### src/rtl/qr_pkg.sv
// Shared constants and state encoding for the systolic QR array cells.
package qr_pkg;

    localparam int unsigned BIT_SIZE    = 26;
    localparam int unsigned SHIFT_VALID = 4;
    localparam int unsigned ITER        = 12;
    localparam int unsigned DATA_W      = 13;
    localparam int unsigned K_W         = 9;
    localparam int unsigned PROD_W      = BIT_SIZE + K_W;

    // CORDIC gain 0.6055 in Q8
    localparam logic signed [K_W-1:0] K = 9'sd155;

    typedef enum logic [1:0] {IDLE, ACC, FLUSH} state_e;

    // (v * K) >>> 8, wrapped back to the datapath width
    function automatic logic signed [BIT_SIZE-1:0] scale_k(input logic signed [BIT_SIZE-1:0] v);
        return BIT_SIZE'(($signed({{K_W{v[BIT_SIZE-1]}}, v}) *
                          $signed({{BIT_SIZE{K[K_W-1]}}, K})) >>> 8);
    endfunction

endpackage

### src/rtl/cordic_rot12.sv
// Combinational rotation-mode CORDIC chain: ITER micro-rotations steered by di.
module cordic_rot12
    import qr_pkg::*;
(
    input  logic signed [BIT_SIZE-1:0] x,
    input  logic signed [BIT_SIZE-1:0] y,
    input  logic        [ITER-1:0]     di,
    output logic signed [BIT_SIZE-1:0] x12,
    output logic signed [BIT_SIZE-1:0] y12
);

    logic signed [BIT_SIZE-1:0] xc;
    logic signed [BIT_SIZE-1:0] yc;
    logic signed [BIT_SIZE-1:0] xs;
    logic signed [BIT_SIZE-1:0] ys;
    logic        [ITER-1:0]     dsh;

    always_comb begin
        xc  = x;
        yc  = y;
        xs  = '0;
        ys  = '0;
        dsh = di;
        // Both updates use the pre-iteration x and y
        for (int i = 0; i < ITER; i++) begin
            xs = xc >>> i;
            ys = yc >>> i;
            if (dsh[0]) begin
                xc = xc - ys;
                yc = yc + xs;
            end else begin
                xc = xc + ys;
                yc = yc - xs;
            end
            dsh = dsh >> 1;
        end
        x12 = xc;
        y12 = yc;
    end

endmodule

### src/rtl/givens_rotate.sv
// Givens-rotation cell: rotates each row element against the stored R element,
// emits the residual, flushes R at end of column and forwards directions right.
module givens_rotate
    import qr_pkg::*;
(
    input  logic                     clk,
    input  logic                     reset,
    input  logic                     in_valid,
    input  logic signed [DATA_W-1:0] data_in,
    input  logic        [ITER-1:0]   di_in,
    input  logic                     first,
    input  logic                     last_in,
    output logic                     out_valid,
    output logic signed [DATA_W-1:0] data_out,
    output logic                     last_out,
    output logic        [ITER-1:0]   di_out,
    output logic                     di_valid_out,
    output logic                     first_out,
    output logic                     last_fwd,
    output logic                     overrun_err
);

    // Stage A
    logic                       a_valid_q, a_valid_d;
    logic signed [BIT_SIZE-1:0] xa_q, xa_d;
    logic        [ITER-1:0]     a_di_q, a_di_d;
    logic                       a_first_q, a_first_d;
    logic                       a_last_q, a_last_d;

    // Column state and result registers
    state_e                     state_q, state_d;
    logic signed [BIT_SIZE-1:0] r_q, r_d;
    logic                       out_valid_q, out_valid_d;
    logic signed [DATA_W-1:0]   data_out_q, data_out_d;
    logic                       last_out_q, last_out_d;
    logic                       err_q, err_d;

    // Forward path
    logic [ITER-1:0] di_out_q, di_out_d;
    logic            di_valid_q, di_valid_d;
    logic            first_out_q, first_out_d;
    logic            last_fwd_q, last_fwd_d;

    logic signed [BIT_SIZE-1:0] x12;
    logic signed [BIT_SIZE-1:0] y12;
    logic signed [BIT_SIZE-1:0] r_rot;
    logic signed [BIT_SIZE-1:0] y_scaled;
    logic signed [DATA_W-1:0]   rot_data;
    logic signed [DATA_W-1:0]   flush_data;

    cordic_rot12 u_rot (
        .x   (xa_q),
        .y   (r_q),
        .di  (a_di_q),
        .x12 (x12),
        .y12 (y12)
    );

    assign r_rot      = scale_k(x12);
    assign y_scaled   = scale_k(y12);
    assign rot_data   = DATA_W'(y_scaled >>> SHIFT_VALID);
    assign flush_data = DATA_W'(r_q >>> SHIFT_VALID);

    always_comb begin
        a_valid_d = in_valid;
        xa_d      = xa_q;
        a_di_d    = a_di_q;
        a_first_d = a_first_q;
        a_last_d  = a_last_q;
        if (in_valid) begin
            xa_d      = {{(BIT_SIZE - DATA_W - SHIFT_VALID){data_in[DATA_W-1]}}, data_in,
                         {SHIFT_VALID{1'b0}}};
            a_di_d    = di_in;
            a_first_d = first;
            a_last_d  = last_in;
        end

        di_out_d    = di_in;
        di_valid_d  = in_valid;
        first_out_d = first;
        last_fwd_d  = last_in;
    end

    always_comb begin
        state_d     = state_q;
        r_d         = r_q;
        out_valid_d = 1'b0;
        last_out_d  = 1'b0;
        data_out_d  = data_out_q;
        err_d       = err_q;

        unique case (state_q)
            IDLE: begin
                if (a_valid_q) begin
                    if (a_first_q) begin
                        r_d     = xa_q;
                        state_d = a_last_q ? FLUSH : ACC;
                    end else begin
                        err_d = 1'b1;
                    end
                end
            end
            ACC: begin
                if (a_valid_q) begin
                    if (a_first_q) begin
                        // Restart: the old partial R is abandoned without a flush
                        err_d   = 1'b1;
                        r_d     = xa_q;
                        state_d = a_last_q ? FLUSH : ACC;
                    end else begin
                        r_d         = r_rot;
                        data_out_d  = rot_data;
                        out_valid_d = 1'b1;
                        if (a_last_q) begin
                            state_d = FLUSH;
                        end
                    end
                end
            end
            FLUSH: begin
                out_valid_d = 1'b1;
                last_out_d  = 1'b1;
                data_out_d  = flush_data;
                r_d         = '0;
                state_d     = IDLE;
                if (a_valid_q) begin
                    err_d = 1'b1;
                end
            end
            default: begin
                state_d = IDLE;
            end
        endcase
    end

    always_ff @(posedge clk or negedge reset) begin
        if (!reset) begin
            a_valid_q   <= 1'b0;
            xa_q        <= '0;
            a_di_q      <= '0;
            a_first_q   <= 1'b0;
            a_last_q    <= 1'b0;
            state_q     <= IDLE;
            r_q         <= '0;
            out_valid_q <= 1'b0;
            data_out_q  <= '0;
            last_out_q  <= 1'b0;
            err_q       <= 1'b0;
            di_out_q    <= '0;
            di_valid_q  <= 1'b0;
            first_out_q <= 1'b0;
            last_fwd_q  <= 1'b0;
        end else begin
            a_valid_q   <= a_valid_d;
            xa_q        <= xa_d;
            a_di_q      <= a_di_d;
            a_first_q   <= a_first_d;
            a_last_q    <= a_last_d;
            state_q     <= state_d;
            r_q         <= r_d;
            out_valid_q <= out_valid_d;
            data_out_q  <= data_out_d;
            last_out_q  <= last_out_d;
            err_q       <= err_d;
            di_out_q    <= di_out_d;
            di_valid_q  <= di_valid_d;
            first_out_q <= first_out_d;
            last_fwd_q  <= last_fwd_d;
        end
    end

    assign out_valid    = out_valid_q;
    assign data_out     = data_out_q;
    assign last_out     = last_out_q;
    assign overrun_err  = err_q;
    assign di_out       = di_out_q;
    assign di_valid_out = di_valid_q;
    assign first_out    = first_out_q;
    assign last_fwd     = last_fwd_q;

endmodule

### config.mk
export PLATFORM = sky130hd
export DESIGN_NAME = givens_rotate
export DESIGN_NICKNAME = d
export VERILOG_FILES = /design/src/rtl/qr_pkg.sv /design/src/rtl/cordic_rot12.sv /design/src/rtl/givens_rotate.sv
export SDC_FILE = /design/constraint.sdc
export NUM_CORES = 2
export LEC_CHECK = 0
export CORE_UTILIZATION = 60
export DETAILED_ROUTE_END_ITERATION = 10
export PLACE_DENSITY = 0.77
export SLEW_MARGIN = 20
export SYNTH_ARGS = -nofsm -noshare
export SYNTH_HDL_FRONTEND = slang
export SYNTH_SLANG_ARGS = --single-unit
### constraint.sdc
create_clock -name clk -period 48.3 [get_ports clk]
set_clock_uncertainty 0.1 [all_clocks]
set_input_delay 9.66 -clock clk [delete_from_list [all_inputs] [get_ports clk]]
set_output_delay 9.66 -clock clk [all_outputs]
set_load 0.005 [all_outputs]
==> flow_summary_export.csv <==
group,metric,value,unit
sta,period_minus_slack,38.95,ns
sta,slew_headroom,0.2294,
place,placed_cells,7283,
setup_path,critPathKind,"register to register",
drt,drt_pass1_iterations,6,
die,rows,101,
clocking,cts_buffers,9,
layout,num-nets-final,7251,
global_routing,grt_max_degree,68,
synthesis,synth_enable_flop_cells,0,
clocking,clk_pin_slew,0.09,ns
clocking,cts_sinks,86,
global_routing,grt_util_all_layers,0.3246,
min_path,hp-class,"register to register",
sta,hold_viol,0,
run,cap_viol_max_count,0,
setup_path,arrival,39.18,ns
sta,max_freq,0.02567,GHz
sta,setup_slack,9.349,ns
outcome,status,"complete, no violations",
place,io_buffers,60,
global_routing,gr-total-overflow,0,
layout,layout_commonest_cell,"ha_1",
synthesis,yosysSeqAreaShare,0.04612,
drt,drtIter0Drc,3791,
die,die_x,280.9,µm
synthesis,yosys_warnings,0,
synthesis,async_flop_share,1.000,
sta,holdWs,0.3719,ns
synthesis,postSynthAreaPerCell,7.415,µm²
clocking,root_buffer,"clkbuf_16",
clocking,post_cts_resize_count,0,
sta,rsz0062_at_grt,"false",
layout,nFillCells,6856,
clocking,htree_levels,3,
sta,worstMarginPinSlew,1.141,ns
drt,wl,129500,µm
die,die_h,280.9,µm
clocking,clkLatencyLatePin,0.42,ns
place,gp_congestion,0.9980,
drt,wl_per_cell,17.74,µm
synthesis,syn_inst,6293,
setup_path,crit_top_cell,"ha_1",
die,die_area,78890,µm²
sta,timing.final.max_slew_violations,0,
sta,period_share,0.8064,
die,core_area,76450,µm²
layout,drive_gt1_frac,0.02441,
setup_path,start_kind,"register",
die,io_pins,61,
clocking,tritoncts,"yes",
layout,mostFrequentLayoutCells,"ha_1 (810), inv_1 (784), xnor2_1 (656)",
setup_path,critPathSlowestCell,"xor2_1",
setup_path,worst-path-buf-inv,9,
clocking,cts_setup_buffers,0,
drt,antenna_left,0,
global_routing,antenna_found_initial,1,
clocking,cts_buffer_depth,2,
synthesis,yosys_register_bits,86,
clocking,ctsHoldBuffers,0,
setup_path,path_max_fanout,18,
synthesis,yosysUniqueCellTypes,106,
layout,multi_input_area,41080,µm²
global_routing,grt_pass1_vias,41940,
setup_path,end_kind,"register",
synthesis,ys.flop_type,"dfrtp_1",
layout,fin_cells,7299,
global_routing,grt_pass1_wl,211000,µm
setup_path,cp_slowest_stage_delay,0.80,ns
place,place_ws,9.956,ns
die,initial_utilization,0.6103,
layout,final-seq-area,2153,µm²
layout,antenna_cells,0,
drt,vias,43950,
setup_path,required,48.53,ns
sta,setup_viol_count_final,0,
sta,fin_setup_tns,0,ns
synthesis,synth.cell_area,46660,µm²
synthesis,synthesis.nets,7280,
setup_path,crit_family,"compound AO/OA/AOI/OAI gates",
drt,drc,0,
layout,areaGrowthSynthToFinish,3.998,%
drt,vias_per_cell,6.022,
place,dp_hpwl,109100,µm
==> area by class of cell <==
type / instances / share of cell area
Multi-Input combinational cell: 5300 / 0.8465
Timing Repair Buffer: 81 / 0.01547
Inverter: 786 / 0.06080
Sequential cell: 86 / 0.04438
Clock buffer: 9 / 0.004641
Clock inverter: 7 / 0.001624
Tap cell: 1030 / 0.02656
==> metrics by stage <==
step | utilization | area, µm²
2_1_floorplan | - | 46660
3_3_place_gp | 0.6306 | 48210
3_5_place_dp | 0.6306 | 48210
4_1_cts | 0.6346 | 48520
5_1_grt | 0.6347 | 48530
6_report | 0.6347 | 48530
==> Yosys cell counts (38+ instances only) <==
master | count | area share
ha_1 | 810 | 0.22
inv_1 | 784 | 0.063
xnor2_1 | 656 | 0.12
a21oi_1 | 619 | 0.066
nor2_1 | 586 | 0.047
nand2_1 | 314 | 0.025
o21ai_0 | 305 | 0.033
xor2_1 | 239 | 0.045
o21bai_1 | 194 | 0.031
fa_1 | 147 | 0.063
nor3_1 | 143 | 0.015
a21o_1 | 134 | 0.022
o21a_1 | 87 | 0.014
dfrtp_1 | 86 | 0.046
clkbuf_1 | 82 | 0.0066
a31oi_1 | 72 | 0.0097
nand2b_1 | 65 | 0.0087
nor2b_1 | 62 | 0.0083
nand3_1 | 59 | 0.0063
a21boi_0 | 58 | 0.0093
and2_1 | 55 | 0.0074
or3_1 | 50 | 0.0067
a211oi_1 | 48 | 0.0077
mux2i_1 | 42 | 0.0090
and3_1 | 38 | 0.0051
==> per-layer routing <==
metal  vias to the layer above  global-route usage  share of wire
li1                      21810                   -              -
met4                         0              0.1026          0.031
met2                      1411              0.5365           0.45
met1                     20510              0.4409           0.46
met3                       225             0.03342          0.062
met5                         -                   0              0
==> state kept, by name, indices dropped and copies added, names as in the netlist <==
register,flops
data_out,13
r_q,26
last_fwd,1
a_first_q,1
last_out,1
di_valid_out,1
first_out,1
state_q,2
a_last_q,1
xa_q,13
a_di_q,12
overrun_err,1
di_out,12
out_valid,1
==> final timing paths <==
path | start | to | slack (ns) | depth (start not counted)
worst max-delay path | r_q[13] | r_q[25] | 9.35 | 157
worst min-delay path | overrun_err | overrun_err | 0.37 | 1
worst max register to register | r_q[13] | r_q[25] | 9.35 | 157
worst min register to register | overrun_err | overrun_err | 0.37 | 1
max in group asynchronous | reset | a_di_q[8] | 37.64 | 2
min in group asynchronous | reset | data_out[0] | 9.09 | 1
==> kinds of logic after synthesis <==
group | after synthesis | share of synthesized area
AOI/OAI and AO/OA | 1777 | 0.2407
xor gates and xnor gates | 915 | 0.1778
adders and majority gates | 958 | 0.2805
buffers and inverters | 907 | 0.07366
DFF | 86 | 0.04612
muxes | 79 | 0.01877
and+or+nand+nor | 1571 | 0.1624
Power is left out: the tool's default activity adds up to more than one toggle a clock period on the data nets, which glitch-free logic cannot reach.
